### src/rtl/frame_pkg.sv
// rtl/frame_pkg.sv - shared states and constants for the serial frame receiver
package frame_pkg;
  localparam int MAX_BYTES = 15;
  localparam int CRC_W     = 8;

  localparam logic START_BIT = 1'b1;
  localparam logic STOP_BIT  = 1'b0;

  typedef enum logic [2:0] {
    ST_IDLE    = 3'd0,
    ST_SIZE    = 3'd1,
    ST_DATA    = 3'd2,
    ST_CRC     = 3'd3,
    ST_STOP    = 3'd4,
    ST_DELIVER = 3'd5
  } state_t;
endpackage

### src/rtl/frame_rx_ctrl.sv
// rtl/frame_rx_ctrl.sv - framing FSM for voted serial bits, drives an external CRC engine
module frame_rx_ctrl #(
  parameter int MAX_BYTES = frame_pkg::MAX_BYTES,
  parameter int CRC_W     = frame_pkg::CRC_W
) (
  input  logic                   clk,
  input  logic                   reset,
  input  logic                   bit_valid,
  input  logic                   bit_val,
  input  logic                   bit_noise,
  output logic                   crc_clr,
  output logic                   crc_en,
  output logic                   crc_bit,
  input  logic [CRC_W-1:0]       crc_val,
  output logic                   frm_valid,
  input  logic                   frm_ready,
  output logic [3:0]             frm_size,
  output logic [8*MAX_BYTES-1:0] frm_data,
  output logic                   err_crc,
  output logic                   err_frame,
  output logic                   err_noise,
  output logic                   busy
);
  import frame_pkg::*;

  localparam int CRC_CW = (CRC_W > 1) ? $clog2(CRC_W) : 1;

  state_t                   state_q, state_d;
  logic [3:0]               size_q, size_d;
  logic [8*MAX_BYTES-1:0]   data_q, data_d;
  logic [6:0]               byte_sr_q, byte_sr_d;
  logic [2:0]               bit_cnt_q, bit_cnt_d;
  logic [3:0]               byte_cnt_q, byte_cnt_d;
  logic [CRC_CW-1:0]        crc_cnt_q, crc_cnt_d;
  logic [CRC_W-1:0]         crc_rx_q, crc_rx_d;
  logic                     err_crc_q, err_crc_d;
  logic                     err_frame_q, err_frame_d;
  logic                     err_noise_q, err_noise_d;
  logic                     crc_en_q, crc_en_d;
  logic                     crc_bit_q, crc_bit_d;
  logic                     crc_clr_q, crc_clr_d;
  logic                     frm_valid_q, frm_valid_d;

  always_comb begin
    state_d     = state_q;
    size_d      = size_q;
    data_d      = data_q;
    byte_sr_d   = byte_sr_q;
    bit_cnt_d   = bit_cnt_q;
    byte_cnt_d  = byte_cnt_q;
    crc_cnt_d   = crc_cnt_q;
    crc_rx_d    = crc_rx_q;
    err_crc_d   = err_crc_q;
    err_frame_d = err_frame_q;
    err_noise_d = err_noise_q;
    crc_en_d    = 1'b0;
    crc_bit_d   = crc_bit_q;
    frm_valid_d = frm_valid_q;

    case (state_q)
      ST_IDLE: begin
        if (bit_valid && (bit_val == START_BIT) && !bit_noise) begin
          state_d     = ST_SIZE;
          size_d      = 4'd0;
          data_d      = '0;
          bit_cnt_d   = 3'd0;
          byte_cnt_d  = 4'd0;
          crc_cnt_d   = '0;
          err_crc_d   = 1'b0;
          err_frame_d = 1'b0;
          err_noise_d = 1'b0;
        end
      end
      ST_SIZE: begin
        if (bit_valid) begin
          size_d    = {size_q[2:0], bit_val};
          crc_en_d  = 1'b1;
          crc_bit_d = bit_val;
          bit_cnt_d = bit_cnt_q + 3'd1;
          if (bit_cnt_q == 3'd3) begin
            bit_cnt_d = 3'd0;
            if (size_d == 4'd0) begin
              err_frame_d = 1'b1;
              state_d     = ST_CRC;
            end else begin
              if (int'(size_d) > MAX_BYTES) err_frame_d = 1'b1;
              state_d = ST_DATA;
            end
          end
        end
      end
      ST_DATA: begin
        if (bit_valid) begin
          crc_en_d  = 1'b1;
          crc_bit_d = bit_val;
          byte_sr_d = {byte_sr_q[5:0], bit_val};
          bit_cnt_d = bit_cnt_q + 3'd1;
          if (bit_cnt_q == 3'd7) begin
            // Oversized frames still run to the end; bytes past MAX_BYTES are dropped here.
            for (int k = 0; k < MAX_BYTES; k++) begin
              if (byte_cnt_q == 4'(k)) data_d[8*MAX_BYTES-1-8*k -: 8] = {byte_sr_q, bit_val};
            end
            byte_cnt_d = byte_cnt_q + 4'd1;
            if (byte_cnt_q == size_q - 4'd1) state_d = ST_CRC;
          end
        end
      end
      ST_CRC: begin
        if (bit_valid) begin
          crc_rx_d  = (crc_rx_q << 1) | CRC_W'(bit_val);
          crc_cnt_d = crc_cnt_q + CRC_CW'(1);
          if (crc_cnt_q == CRC_CW'(CRC_W - 1)) begin
            err_crc_d = (crc_rx_d != crc_val);
            state_d   = ST_STOP;
          end
        end
      end
      ST_STOP: begin
        if (bit_valid) begin
          if (bit_val != STOP_BIT) err_frame_d = 1'b1;
          frm_valid_d = 1'b1;
          state_d     = ST_DELIVER;
        end
      end
      ST_DELIVER: begin
        if (frm_ready) begin
          frm_valid_d = 1'b0;
          state_d     = ST_IDLE;
        end
      end
      default: state_d = ST_IDLE;
    endcase

    if (bit_valid && bit_noise && (state_q inside {ST_SIZE, ST_DATA, ST_CRC, ST_STOP}))
      err_noise_d = 1'b1;

    crc_clr_d = (state_d == ST_IDLE);
  end

  always_ff @(posedge clk or posedge reset) begin
    if (reset) begin
      state_q     <= ST_IDLE;
      size_q      <= 4'd0;
      data_q      <= '0;
      byte_sr_q   <= 7'd0;
      bit_cnt_q   <= 3'd0;
      byte_cnt_q  <= 4'd0;
      crc_cnt_q   <= '0;
      crc_rx_q    <= '0;
      err_crc_q   <= 1'b0;
      err_frame_q <= 1'b0;
      err_noise_q <= 1'b0;
      crc_en_q    <= 1'b0;
      crc_bit_q   <= 1'b0;
      crc_clr_q   <= 1'b1;
      frm_valid_q <= 1'b0;
    end else begin
      state_q     <= state_d;
      size_q      <= size_d;
      data_q      <= data_d;
      byte_sr_q   <= byte_sr_d;
      bit_cnt_q   <= bit_cnt_d;
      byte_cnt_q  <= byte_cnt_d;
      crc_cnt_q   <= crc_cnt_d;
      crc_rx_q    <= crc_rx_d;
      err_crc_q   <= err_crc_d;
      err_frame_q <= err_frame_d;
      err_noise_q <= err_noise_d;
      crc_en_q    <= crc_en_d;
      crc_bit_q   <= crc_bit_d;
      crc_clr_q   <= crc_clr_d;
      frm_valid_q <= frm_valid_d;
    end
  end

  assign crc_clr   = crc_clr_q;
  assign crc_en    = crc_en_q;
  assign crc_bit   = crc_bit_q;
  assign frm_valid = frm_valid_q;
  assign frm_size  = size_q;
  assign frm_data  = data_q;
  assign err_crc   = err_crc_q;
  assign err_frame = err_frame_q;
  assign err_noise = err_noise_q;
  assign busy      = (state_q != ST_IDLE);
endmodule

### config.mk
export PLATFORM = sky130hd
export DESIGN_NAME = frame_rx_ctrl
export DESIGN_NICKNAME = d
export VERILOG_FILES = /design/src/rtl/frame_pkg.sv /design/src/rtl/frame_rx_ctrl.sv
export SDC_FILE = /design/constraint.sdc
export NUM_CORES = 1
export LEC_CHECK = 0
export ABC_AREA = 1
export BUFFER_PORTS_ARGS = -buffer_cell sky130_fd_sc_hd__buf_2
export CAP_MARGIN = 20
export CORE_ASPECT_RATIO = 0.8
export CORE_UTILIZATION = 55
export CTS_CLUSTER_SIZE = 16
export DETAILED_ROUTE_END_ITERATION = 6
export GPL_ROUTABILITY_DRIVEN = 0
export HOLD_SLACK_MARGIN = 0.05
export PLACE_DENSITY = 0.8
export SETUP_SLACK_MARGIN = 0.1
export SLEW_MARGIN = 20
export SYNTH_ARGS = -nofsm -noshare
export SYNTH_HDL_FRONTEND = slang
export SYNTH_SLANG_ARGS = --single-unit
### constraint.sdc
create_clock -name clk -period 6.1 [get_ports clk]
set_clock_uncertainty 0.15 [all_clocks]
set_input_delay 0.61 -clock clk [delete_from_list [all_inputs] [get_ports clk]]
set_output_delay 0.61 -clock clk [all_outputs]
set_load 0.05 [all_outputs]
-- Word-level counts from Yosys, hierarchy flattened
Index checks and enable logic that the tools add are counted.
- register bits after elaboration: 158
- latch bits: 0
- RAM bits: 0
- ROM bits: 0
- bits of input ports: 14
- output and inout port bits: 132
- logic and storage cells: 191
- memories: 0
- add/subtract/negate cells: 4
- multiply operators: 0
- div/mod/pow operators: 0
- order comparisons: 0
- eq/ne operators: 50
- shift operators: 0
- mux-type cells: 61
- bitwise operators: 1
- reduce and logical (&&, ||, !) cells: 46
- operators by type and width (operator ; count):
    two-way mux 120 bit ; 3
    one-hot mux 120 bit (2 select lines) ; 1
    two-way mux 8 bit ; 15
    AND reduction 5 bit ; 15
    inequality test 2 bit, second input constant ; 26
    two-way mux 3 bit ; 15
    == test 4 bit, second input constant ; 7
    one-hot mux 3 bit (6 select lines) ; 1
    == test 4 x 3 -> 1 bit, second input constant ; 4
    two-way mux 4 bit ; 4
    one-hot mux 4 bit (2 select lines) ; 2
    two-way mux 1 bit ; 15
    == test 3 bit, second input constant ; 4
    AND reduction 4 bit ; 3
    nonzero test 2 bit ; 6
    == test 3 x 2 -> 1 bit, second input constant ; 3
    one-hot mux 3 bit (3 select lines) ; 1
    AND reduction 3 bit ; 3
    nonzero test 3 bit ; 3
    == test 4 x 2 -> 1 bit, second input constant ; 2
    logical NOT 4 bit ; 2
    inequality test 8 bit ; 1
    OR 8 x 1 -> 8 bit ; 1
    AND reduction 2 bit ; 4
    15 further kinds ; 21

-- Longest topological paths before layout
- word-level depth: 7
- gate-level depth with buffers: 11
- mapped depth without buffers: 11

-- Least setup slack after synthesis
OpenSTA, ideal clock, no wires.
- kind: input to register
- from: input bit_valid
- to: register data_q[71] (netlist: frm_data[71])
- setup time: 134 ps
- arrival: 1576 ps
- required time: 5816 ps
- slack: 4240 ps
- stages on the path: 9
- buffers on the path: 2
- path through: buf_4 > nand2_1 > inv_1 > nand2_1 > o21ai_0 > nand2_1 > buf_2 > nand2_1 > o21ai_0
- cells in the longest elaborated chain, start to end: 4
- elaborated cells on any way between the ends: 5
- those cells by class: 2 x eq/ne; 3 x reduce/logical
- ends and longest elaborated chain (item ; line ; text):
    from (decl) ; frame_rx_ctrl.sv:8 ; input logic bit_valid,
    logical AND 1 bit (2 in series) ; frame_rx_ctrl.sv:62 ; if (bit_valid && (bit_val == START_BIT) && !bit_noise) begin
    inequality test 2 bit (no source line) ; n/a ;
    AND reduction 5 bit (no source line) (*) ; n/a ;
    to (signal assigned) ; frame_rx_ctrl.sv:160 ; data_q <= data_d;
    to (decl) ; frame_rx_ctrl.sv:30 ; logic [8*MAX_BYTES-1:0] data_q, data_d;
Mark *: on every way between the ends. The rest lies on a longest branch, timed or not.
A chain may end at the register's enable or synchronous reset.

-- Worst setup path after layout
- from: register state_q[2]
- to: register data_q[62] (netlist: frm_data[62])
- cells in the longest elaborated chain, start to end: 3
- elaborated cells on any way between the ends: 9
- those cells by class: 5 x eq/ne; 1 x mux; 3 x reduce/logical
- ends and longest elaborated chain (item ; line ; text):
    from (decl) ; frame_rx_ctrl.sv:28 ; state_t state_q, state_d;
    from (signal assigned) ; frame_rx_ctrl.sv:158 ; state_q <= state_d;
    == test 3 x 2 -> 1 bit / logical NOT 3 bit (equally long branches) ; frame_rx_ctrl.sv:60 ; case (state_q)
    inequality test 2 bit (no source line) / nonzero test 2 bit (equally long branches) ; n/a ;
    AND reduction 5 bit (no source line) ; n/a ;
Several ways; a longest one is shown, not always the timed one.

==> key figures <==
Status
  – Outcome: completed

Place
  – Placement Cell Area: 7680 sq um
  – I/O Buffers: 145
  – DP HPWL: ~12 mm

Flow run
  – Maxcap violations: 0

Worst setup path
  – Critical path class: flip-flop to flip-flop
  – Worst Setup End Kind: flip-flop
  – Slowest-stage cell, CP: nand2_1
  – Largest stage delay, worst path: 0.84 ns
  – Worst EP required: 6.27 ns
  – CP Max Fanout: 33
  – CP arrival: 2.95 ns
  – Crit start category: flip-flop
  – Critical path, cell by cell: inv_2, nand2_2, nor2_4, nand2_1, o21ai_0

Floorplanning
  – # IOs: roughly 150
  – Die Ht: 103 microns
  – Die area: 13200 sq um
  – Die W: 128 microns
  – Placeable Area: between 10000 and 15000 sq um
  – Initial Utilization: between 50% and 60%
  – Rows: 36

Global route
  – Vias in the first global route: between 5000 and 6000
  – Initial antenna violation count: 0
  – Pin count of the biggest net entering global routing: just under 100
  – Grt ovf: 0
  – First-pass GRT wire length: roughly 27 mm
  – Tot GR Track Use: 27.3%

Logic synthesis
  – Register bit total from synthesis: 158
  – Largest area contributor in the netlist: dfrtp_1
  – Net count after synthesis: around 720
  – Sequential share of the synthesized area: 56.6%
  – Synth top area cells: dfrtp_1, nand2_1, o21ai_2
  – Syn avg cell area: 10.0 sq um
  – YS warnings: 0
  – Number of library cell types mapped by synthesis: 32
  – Area share of the largest cell type after synthesis: between 50 and 60%
  – Synth Instances: 699
  – Post-synthesis cell area: 6990 sq um

Detailed routing
  – # DRC: 0
  – WL per Instance: 16.7 microns
  – Final WL: 17.0 mm
  – Drt via density: 5.45
  – Iter 0 DRT Violations: 413
  – ANT nets after route: 0
  – DR vias: between 5000 and 6000
  – Pre-antenna DRT Iters: 5

CTS
  – Num Clock Sinks: 158
  – Worst-Skew Late Latency: between 0.4 and 0.5 ns
  – Post-cts sizing count: 0
  – Setup Fix Bufs, Post-CTS: 0
  – Hold-fix buffer count after cts: 0
  – Root Buffer: clkbuf_16
  – Clock slew at reported path FFs: about 0.060 ns
  – TritonCTS clock tree: yes
  – CTS Buf Count: 17
  – Bufs on Longest Clock Path: 2
  – H-tree depth: 4

Timing
  – # setup viols final: 0
  – Final Hold Fails: 0
  – Crit path time final: 2.79 ns
  – Total negative slack: 0 ns
  – Crit share post-route: 45.7%
  – RSZ-0062 raised after global routing: false
  – Slew headroom: between 30 and 40%
  – FMAX: 359 MHz
  – Slew @ Worst Pin: 1.01 ns
  – Slew Viols, Final: 0

Finish
  – Final-stage net count: 859
  – Filler cells: 958
  – Post-route cell area: 8210 sq um
  – Number of inserted diodes: 0
  – Share of layout cells above drive strength 1: around a third
  – P&R area growth vs syn: 17.4%

Power and ir drop
  – Lkg Pwr: 0.00422 uW
  – VDD IR max: 0.340 mV
  – Power per Cell Area: 647 nW/um^2

Min path
  – HP Class: primary input to async pin
kinds of logic after synthesis:
kind of cell    Yosys count  synth area share, %
fa+ha+maj                11                 1.97
mux                       2                0.322
flops                   158                 56.6
xor+xnor                  9                 1.13
buf+inv                  72                 6.03
simple gates            275                 17.2
compound gates          172                 16.8
state kept, by name, indices dropped and copies added (netlist names):
| signal | count |
|---|---|
| crc_clr | 1 |
| crc_cnt_q | 3 |
| frm_size | 4 |
| frm_data | 120 |
| bit_cnt_q | 3 |
| frm_valid | 1 |
| crc_bit | 1 |
| crc_rx_q | 7 |
| byte_sr_q | 7 |
| byte_cnt_q | 4 |
| crc_en | 1 |
| err_noise | 1 |
| state_q | 3 |
| err_frame | 1 |
| err_crc | 1 |
cells in the final DEF (no fill, tap or decap), drive strengths merged:
master and instances:
xor2 1, a21oi 6, inv 43, nand3 21, mux2 2, o21ai 158, nand2 225, ha 11
nor2 26, o21a 1, xnor2 8, a2bb2oi 1, clkbuf 21, buf 146, dfstp 1, o22ai 4
clkinvlp 2, o21bai 2, or2 2, nand3b 1, clkinv 7, dfrtp 157
path summary, 6_finish.rpt:
| check | startpoint | endpoint | slack, ns | cells past startpoint |
|---|---|---|---|---|
| max | state_q[2]$_DFF_PP0_ | frm_data[62]$_DFFE_PP0P_ | 3.31 | 5 |
| min | reset | frm_data[57]$_DFFE_PP0P_ | 0.22 | 2 |
| min reg2reg | frm_data[28]$_DFFE_PP0P_ | frm_data[28]$_DFFE_PP0P_ | 0.33 | 2 |
| min in group clk | frm_ready | frm_valid$_DFFE_PP0P_ | 0.24 | 2 |
| max in group asynchronous | reset | frm_data[62]$_DFFE_PP0P_ | 4.21 | 3 |
| max reg2reg | state_q[2]$_DFF_PP0_ | frm_data[62]$_DFFE_PP0P_ | 3.31 | 5 |
layer usage:
layer  track usage [%]  routed length [microns]
met3              6.69                     1120
met1              38.5                     7690
met2              42.0                     7910
met5                 0                        0
met4              9.50                      243
through the flow:
| step | std cells | hold WS, ns | setup slack (ns) | util [%] | power (uW) |
|---|---|---|---|---|---|
| 6_report | 1017 | 0.224 | 3.31 | 66.7 | 5310 |
| 5_1_grt | 1017 | 0.257 | 3.18 | 66.7 | 5580 |
| 4_1_cts | 1017 | 0.230 | 3.35 | 66.7 | 5310 |
| 3_5_place_dp | 986 | 0.316 | 3.37 | 62.4 | 4350 |
| 3_3_place_gp | 986 | 0.310 | 3.51 | 62.4 | 4260 |
| 2_1_floorplan | 699 | 0.303 | 1.08 | - | 3800 |
area by class of cell:
class                   count  area (sq um)  area share [%]
repair buffers            146           733            8.94
multi-input cells         469          2610            31.8
clock buffers              21           460            5.61
clock inverters            10          66.3           0.808
well taps                 171           214            2.61
inverters                  42           165            2.01
flip-flops and latches    158          3960            48.2
power by group:
group	leakage [uW]	internal (uW)	switching [uW]
combinational	0.00183	572	2080
clock	0.000259	537	413
sequential	0.00213	1440	265
synth_stat cells, drive strengths merged:
library cell / n
nand2: 225
o21ai: 158
dfrtp: 157
inv: 42
nor2: 26
buf: 21
nand3: 21
ha: 11
clkbuf: 9
xnor2: 8
a21oi: 6
o22ai: 4
mux2: 2
o21bai: 2
or2: 2
a2bb2oi: 1
dfstp: 1
nand3b: 1
o21a: 1
xor2: 1
worst max-delay path, delay by kind of cell, from the launching register on:
family | cells | cell delay [ns]
AO/OA/AOI/OAI | 1 | 0.42
flip-flops | 1 | 0.43
AND/OR/NAND/NOR | 3 | 1.55
buffers and inverters | 1 | 0.12
Note: power is estimated with default switching activity, not from simulation.
